$ cat config.mk
export PLATFORM = sky130hd
export DESIGN_NAME = fetch_stage
export DESIGN_NICKNAME = d
export VERILOG_FILES = /design/src/rtl/fetch_stage_pkg.sv /design/src/rtl/fetch_stage_if_id.sv /design/src/rtl/fetch_stage.sv
export SDC_FILE = /design/constraint.sdc
export NUM_CORES = 1
export LEC_CHECK = 0
export BUFFER_PORTS_ARGS = -buffer_cell sky130_fd_sc_hd__buf_4
export CAP_MARGIN = 40
export CORE_UTILIZATION = 49
export CTS_BUF_LIST = sky130_fd_sc_hd__clkbuf_2
export DETAILED_ROUTE_END_ITERATION = 12
export PLACE_DENSITY = 0.76
export SKIP_CTS_REPAIR_TIMING = 1
export SYNTH_ARGS = -nofsm -noshare
export SYNTH_HDL_FRONTEND = slang
export SYNTH_SLANG_ARGS = --single-unit
$ cat constraint.sdc
create_clock -name clk -period 3.8 [get_ports clk]
set_input_delay 0.76 -clock clk [delete_from_list [all_inputs] [get_ports clk]]
set_output_delay 0.76 -clock clk [all_outputs]
set_load 0.05 [all_outputs]
$ cat src/rtl/fetch_stage_pkg.sv
// Shared definitions for the fetch stage: instruction width, opcodes, NOP word and FSM states.
// HALT detection is compiled in with FETCH_HALT_DETECT_EN.
package fetch_stage_pkg;

    localparam int unsigned INSTR_W = 16;

    localparam logic [4:0] OP_HALT = 5'b00000;
    localparam logic [4:0] OP_NOP  = 5'b00001;

    localparam logic [INSTR_W-1:0] NOP_INSTR = {OP_NOP, 11'b0};

    typedef enum logic [1:0] {
        StFetch,
        StHold,
        StDrain,
        StHalted
    } fetch_state_e;

    function automatic logic is_halt(input logic [INSTR_W-1:0] instr);
        return instr[15:11] == OP_HALT;
    endfunction

endpackage

$ cat src/rtl/fetch_stage_if_id.sv
// IF/ID pipeline register: bubble overrides load, neither asserted holds the contents.
module if_id_reg
    import fetch_stage_pkg::*;
(
    input  logic               clk,
    input  logic               rst,
    input  logic               load_i,
    input  logic               bubble_i,
    input  logic [INSTR_W-1:0] instr_i,
    input  logic [15:0]        pc_plus2_i,
    output logic [INSTR_W-1:0] instr_o,
    output logic [15:0]        pc_plus2_o,
    output logic               valid_o
);

    logic [INSTR_W-1:0] instr_q, instr_d;
    logic [15:0]        pc_plus2_q, pc_plus2_d;
    logic               valid_q, valid_d;

    always_comb begin
        instr_d    = instr_q;
        pc_plus2_d = pc_plus2_q;
        valid_d    = valid_q;
        if (bubble_i) begin
            instr_d    = NOP_INSTR;
            pc_plus2_d = 16'h0000;
            valid_d    = 1'b0;
        end else if (load_i) begin
            instr_d    = instr_i;
            pc_plus2_d = pc_plus2_i;
            valid_d    = 1'b1;
        end
    end

    always_ff @(posedge clk) begin
        if (rst) begin
            instr_q    <= NOP_INSTR;
            pc_plus2_q <= 16'h0000;
            valid_q    <= 1'b0;
        end else begin
            instr_q    <= instr_d;
            pc_plus2_q <= pc_plus2_d;
            valid_q    <= valid_d;
        end
    end

    assign instr_o    = instr_q;
    assign pc_plus2_o = pc_plus2_q;
    assign valid_o    = valid_q;

endmodule

$ cat src/rtl/fetch_stage.sv
// Instruction fetch stage: PC, fetch FSM, one-entry hold buffer and the IF/ID register.
// Define FETCH_HALT_DETECT_EN to stop fetching after a HALT opcode enters IF/ID.
module fetch_stage
    import fetch_stage_pkg::*;
#(
    parameter logic [15:0] RESET_PC = 16'h0000
) (
    input  logic               clk,
    input  logic               rst,
    input  logic               stall,
    input  logic               flush,
    input  logic [15:0]        redirectPC,
    output logic [15:0]        imemAddr,
    output logic               imemReq,
    input  logic [INSTR_W-1:0] imemData,
    input  logic               imemDone,
    output logic [INSTR_W-1:0] instrOut,
    output logic [15:0]        pcPlus2Out,
    output logic               validOut,
    output logic               halted
);

    fetch_state_e       state_q, state_d;
    logic [15:0]        pc_q, pc_d;
    logic [INSTR_W-1:0] hold_q, hold_d;

    logic               load, bubble, halt_hit;
    logic [15:0]        pc_plus2;
    logic [INSTR_W-1:0] load_instr;

    assign pc_plus2   = pc_q + 16'd2;
    assign load_instr = (state_q == StHold) ? hold_q : imemData;

`ifdef FETCH_HALT_DETECT_EN
    assign halt_hit = is_halt(load_instr);
    assign halted   = (state_q == StHalted);
`else
    assign halt_hit = 1'b0;
    assign halted   = 1'b0;
`endif

    always_comb begin
        state_d = state_q;
        pc_d    = pc_q;
        hold_d  = hold_q;
        load    = 1'b0;
        bubble  = 1'b0;
        unique case (state_q)
            StFetch: begin
                if (flush) begin
                    pc_d    = redirectPC;
                    bubble  = 1'b1;
                    // A still-outstanding response must be swallowed before refetching.
                    state_d = imemDone ? StFetch : StDrain;
                end else if (imemDone) begin
                    if (stall) begin
                        hold_d  = imemData;
                        state_d = StHold;
                    end else begin
                        load    = 1'b1;
                        pc_d    = pc_plus2;
                        state_d = halt_hit ? StHalted : StFetch;
                    end
                end else if (!stall) begin
                    bubble = 1'b1;
                end
            end
            StHold: begin
                if (flush) begin
                    pc_d    = redirectPC;
                    bubble  = 1'b1;
                    state_d = StFetch;
                end else if (!stall) begin
                    load    = 1'b1;
                    pc_d    = pc_plus2;
                    state_d = halt_hit ? StHalted : StFetch;
                end
            end
            StDrain: begin
                if (flush) begin
                    pc_d   = redirectPC;
                    bubble = 1'b1;
                end else if (!stall) begin
                    bubble = 1'b1;
                end
                if (imemDone) begin
                    state_d = StFetch;
                end
            end
            StHalted: begin
                if (flush) begin
                    pc_d    = redirectPC;
                    bubble  = 1'b1;
                    state_d = StFetch;
                end else if (!stall) begin
                    bubble = 1'b1;
                end
            end
            default: state_d = StFetch;
        endcase
    end

    always_ff @(posedge clk) begin
        if (rst) begin
            state_q <= StFetch;
            pc_q    <= RESET_PC;
            hold_q  <= NOP_INSTR;
        end else begin
            state_q <= state_d;
            pc_q    <= pc_d;
            hold_q  <= hold_d;
        end
    end

    assign imemAddr = pc_q;
    assign imemReq  = (state_q == StFetch);

    if_id_reg u_if_id (
        .clk        (clk),
        .rst        (rst),
        .load_i     (load),
        .bubble_i   (bubble || rst),
        .instr_i    (load_instr),
        .pc_plus2_i (pc_plus2),
        .instr_o    (instrOut),
        .pc_plus2_o (pcPlus2Out),
        .valid_o    (validOut)
    );

endmodule

==> metrics.txt <==
# TYPE chip_impl_metric gauge
chip_impl_metric{name="muxShareOfSynthArea",unit=""} 0.1100
chip_impl_info{name="worst_path_dominant_cell_family",value="flip-flops"} 1
chip_impl_metric{name="gp_routability_congestion",unit=""} 0.9073
chip_impl_metric{name="ant_nets",unit=""} 0
chip_impl_info{name="status",value="finished clean"} 1
chip_impl_metric{name="globalRouteMet1Util",unit=""} 0.3109
chip_impl_metric{name="timing.final.hold_violations",unit=""} 0
chip_impl_metric{name="synth-adder-area-share",unit=""} 0.004165
chip_impl_metric{name="io_buffer_count",unit=""} 86
chip_impl_metric{name="post_synth_inst_count",unit=""} 337
chip_impl_metric{name="chipHeight",unit="um"} 80.30
chip_impl_metric{name="vias",unit=""} 2761
chip_impl_metric{name="htree_num_levels",unit=""} 3
chip_impl_metric{name="timing.max_cap.violations",unit=""} 0
chip_impl_metric{name="worst-endpoint-required",unit="ns"} 3.04
chip_impl_metric{name="syn-num-nets",unit=""} 375
chip_impl_info{name="crit_path_cell_trace",value="nor2_1 > buf_4"} 1
chip_impl_metric{name="power.static_leakage",unit="nW"} 1.707
chip_impl_metric{name="fin_cells",unit=""} 497
chip_impl_metric{name="multi_input_gate_area",unit="um2"} 1560
chip_impl_metric{name="grt_start_max_net_pins",unit=""} 47
chip_impl_metric{name="synthSimpleGateAreaFrac",unit=""} 0.1591
chip_impl_info{name="hold_path.class",value="reg -> reg"} 1
chip_impl_metric{name="layout.area.seq",unit="um2"} 1341
chip_impl_info{name="startpoint_type",value="flip-flop"} 1
chip_impl_metric{name="highest_ir_drop_seen_on_vdd",unit="uV"} 203.7
chip_impl_metric{name="worst-endpoint-arrival",unit="ns"} 1.49
chip_impl_metric{name="die_width",unit="um"} 80.30
chip_impl_metric{name="drive_above_1_share",unit=""} 0.2654
chip_impl_metric{name="timing.final.max_slew_violations",unit=""} 0
chip_impl_metric{name="final_cell_area",unit="um2"} 3839
chip_impl_metric{name="setup_viols_final",unit=""} 0
chip_impl_metric{name="synth.avg_cell_area",unit="um2"} 8.914
chip_impl_metric{name="tritoncts.num_buffers",unit=""} 9
chip_impl_metric{name="routed_len_inst",unit="um"} 14.72
chip_impl_metric{name="power.density",unit="nW/um2"} 374.2
chip_impl_metric{name="detailedRoute.firstIterationViolations",unit=""} 154
chip_impl_info{name="ys_dominant_reg_cell",value="dfxtp_1"} 1
chip_impl_metric{name="num_io_pins",unit=""} 88
chip_impl_info{name="tritoncts",value="yes"} 1
chip_impl_metric{name="grt_remaining_overflow",unit=""} 0
chip_impl_metric{name="timing.slew.headroom",unit=""} 0.5693
chip_impl_metric{name="setup-tns-final",unit="ns"} 0
chip_impl_info{name="post-synth-top-area-cell",value="dfxtp_1"} 1
chip_impl_metric{name="viasPerCell",unit=""} 5.555
chip_impl_metric{name="synth_seq_area_share",unit=""} 0.4465
chip_impl_metric{name="initial_utilization",unit=""} 0.5074
chip_impl_metric{name="finalCritPeriodShare",unit=""} 0.5908
chip_impl_metric{name="synth.lib_cells_used.distinct",unit=""} 42
chip_impl_metric{name="detailedRoute.firstPassIterationCount",unit=""} 4
chip_impl_info{name="cell_at_the_root_of_the_clock_tree",value="clkbuf_2"} 1
chip_impl_metric{name="place_hpwl",unit="um"} 5145
chip_impl_metric{name="clk_latency",unit="ns"} 0.48
chip_impl_metric{name="synthDominantCellAreaShare",unit=""} 0.4465
chip_impl_metric{name="dieArea",unit="um2"} 6448
chip_impl_metric{name="global_route_wire_length_before_repair",unit="um"} 11270
chip_impl_metric{name="max_freq",unit="MHz"} 445.4
chip_impl_metric{name="clk_sink_count",unit=""} 67
chip_impl_metric{name="critical_path_buf_inv_count",unit=""} 1
chip_impl_metric{name="globalRouteMet3Util",unit=""} 0.03864
chip_impl_metric{name="critical_path.max_stage_delay",unit="ns"} 0.68
chip_impl_metric{name="worst_setup_hold_path_clk_slew",unit="ns"} 0.19
chip_impl_metric{name="design.core.area",unit="um2"} 5921
chip_impl_metric{name="synth_compound_area_frac",unit=""} 0.2037
chip_impl_metric{name="globalRouteMet2Util",unit=""} 0.3581
chip_impl_info{name="setup.worst_path.end_class",value="primary output"} 1
chip_impl_metric{name="finish.net_count",unit=""} 455
chip_impl_metric{name="fp-row-count",unit=""} 28
chip_impl_metric{name="number_of_antenna_violations_at_the_first_check_in_global_routing",unit=""} 0
chip_impl_metric{name="timing_worst_slew_pin_value",unit="ns"} 0.6439
chip_impl_metric{name="number_of_global_route_vias_before_repair",unit=""} 2331
chip_impl_metric{name="synth-async-reset-ratio",unit=""} 0
chip_impl_metric{name="drc_errors",unit=""} 0
chip_impl_info{name="synth_top_family_by_area",value="compound AO/OA/AOI/OAI gates"} 1
chip_impl_info{name="crit_path_top_delay_cell",value="dfxtp_1"} 1
chip_impl_metric{name="postSynthRegisterBits",unit=""} 67
chip_impl_info{name="grt_most_used_layer",value="met2"} 1
chip_impl_metric{name="synth-edff-count",unit=""} 0
chip_impl_metric{name="period_minus_slack",unit="ns"} 2.245
chip_impl_info{name="synth.top_cells.by_area",value="dfxtp_1 45%, mux2i_1 11%, nor2_1 6.9%"} 1
chip_impl_metric{name="cts_buffer_depth",unit=""} 2
chip_impl_metric{name="dpl.cell_count",unit=""} 481
chip_impl_metric{name="fraction_of_synthesized_cell_area_in_xor_and_xnor_cells",unit=""} 0.03790
chip_impl_metric{name="postPlaceCellArea",unit="um2"} 3725
chip_impl_info{name="worst-setup-path-type",value="reg -> out"} 1
chip_impl_metric{name="grt_total_usage",unit=""} 0.2299
chip_impl_metric{name="detail_route.wirelength",unit="um"} 7315
chip_impl_metric{name="clock_skew",unit="ns"} 0.01099
chip_impl_metric{name="antenna_cells_inserted",unit=""} 0
chip_impl_info{name="rsz0062_at_grt",value="false"} 1
chip_impl_metric{name="fill_cells",unit=""} 509
chip_impl_metric{name="syn_to_final_growth",unit="%"} 27.78
chip_impl_metric{name="synth.cell_area",unit="um2"} 3004
chip_impl_metric{name="yosys_warnings",unit=""} 0
chip_impl_metric{name="crit_path_max_fanout",unit=""} 14
[per-layer routing]
layer,up-vias,wire length [um],part of all wire
met5,-,0,0
met4,0,128,0.017
met3,12,347,0.047
met2,76,3444,0.47
met1,1293,3393,0.46
li1,1380,-,-
[logic make-up after synthesis]
group | after synthesis
flops | 67
compound gates | 91
mux | 33
xor+xnor | 13
fa+ha+maj | 1
other cells | 1
buf+inv | 27
simple gates | 104
[registers in the layout, indices dropped and copies added (netlist names)]
register	cells
hold_q	16
imemAddr	16
u_if_id.instr_o	16
u_if_id.pc_plus2_o	16
state_q	2
u_if_id.valid_o	1
[stage by stage]
stage          worst slack [ns]    util  total power [W]  hold WS [ns]
2_1_floorplan             1.713       -        0.0009371        0.4438
6_report                  1.555  0.6484         0.001436        0.4696
3_5_place_dp              1.357  0.6291         0.001030        0.4511
3_3_place_gp              1.462  0.6240         0.001022        0.4465
5_1_grt                   1.433  0.6484         0.001500        0.4632
4_1_cts                   1.506  0.6484         0.001447        0.4575
[worst min-delay path: cells and delay by family, from the launching register on]
kind	cells	cell delay [ns]
compound gates	1	0.05
flops	1	0.35
simple gates	1	0.05
[cell type report]
type,count,area share
sequential,67,0.3494
timing repair buffer,91,0.1851
inverter,5,0.004889
clock buffer,9,0.01173
multi-input combinational,243,0.4065
clock inverter,7,0.01793
tap,75,0.02445
[power by group]
| group | switching (W) | internal [W] |
|---|---|---|
| Combinational | 0.000159 | 0.000100 |
| Sequential | 0.0000295 | 0.000728 |
| Clock | 0.000270 | 0.000150 |
| Total | 0.000459 | 0.000978 |
[cells in the mapped netlist, types with 2 or more instances]
cell type and n:
a211oi_1 19, a21oi_1 18, a22o_1 6, a22oi_1 2, a311oi_1 2, a31oi_1 5, a32o_1 6, and2_1 2
buf_2 3, buf_4 2, clkbuf_1 17, dfxtp_1 67, inv_1 5, mux2i_1 33, nand2_1 20, nand2b_1 2
nand3_1 7, nand3b_1 4, nor2_1 55, nor3_1 4, nor4_1 3, o21ai_0 21, o21ba_2 2, o311ai_0 2
o31ai_1 2, xnor2_1 10, xor2_1 3
[cell usage in the layout (no fill, tap or decap), drive strengths merged, types with 2 or more instances in the layout]
cell	Yosys	routed
xnor2	10	10
a211oi	19	19
inv	5	5
a32o	6	6
dfxtp	67	67
a31oi	5	5
a21oi	18	18
nor2	55	55
nor3	5	5
mux2i	33	33
nand4	2	2
nand3	7	7
a311oi	2	2
o311ai	2	2
a22o	6	6
nor4	3	3
nand2	20	20
buf	5	91
o31ai	2	2
o21ba	2	2
nand2b	2	2
and2	2	2
clkinv	0	5
xor2	3	3
o21ai	22	22
nand3b	4	4
a22oi	2	2
clkbuf	17	9
[path summary, 6_finish.rpt]
| kind | startpoint | end | slack, ns | cells past startpoint |
|---|---|---|---|---|
| max | state_q[1] | imemReq | 1.55 | 2 |
| max reg2reg | state_q[0] | u_if_id.pc_plus2_o[3] | 1.84 | 5 |
| min | u_if_id.pc_plus2_o[0] | u_if_id.pc_plus2_o[0] | 0.47 | 2 |
| min reg2reg | u_if_id.pc_plus2_o[0] | u_if_id.pc_plus2_o[0] | 0.47 | 2 |
No activity file was read; power rests on OpenSTA's default activity.
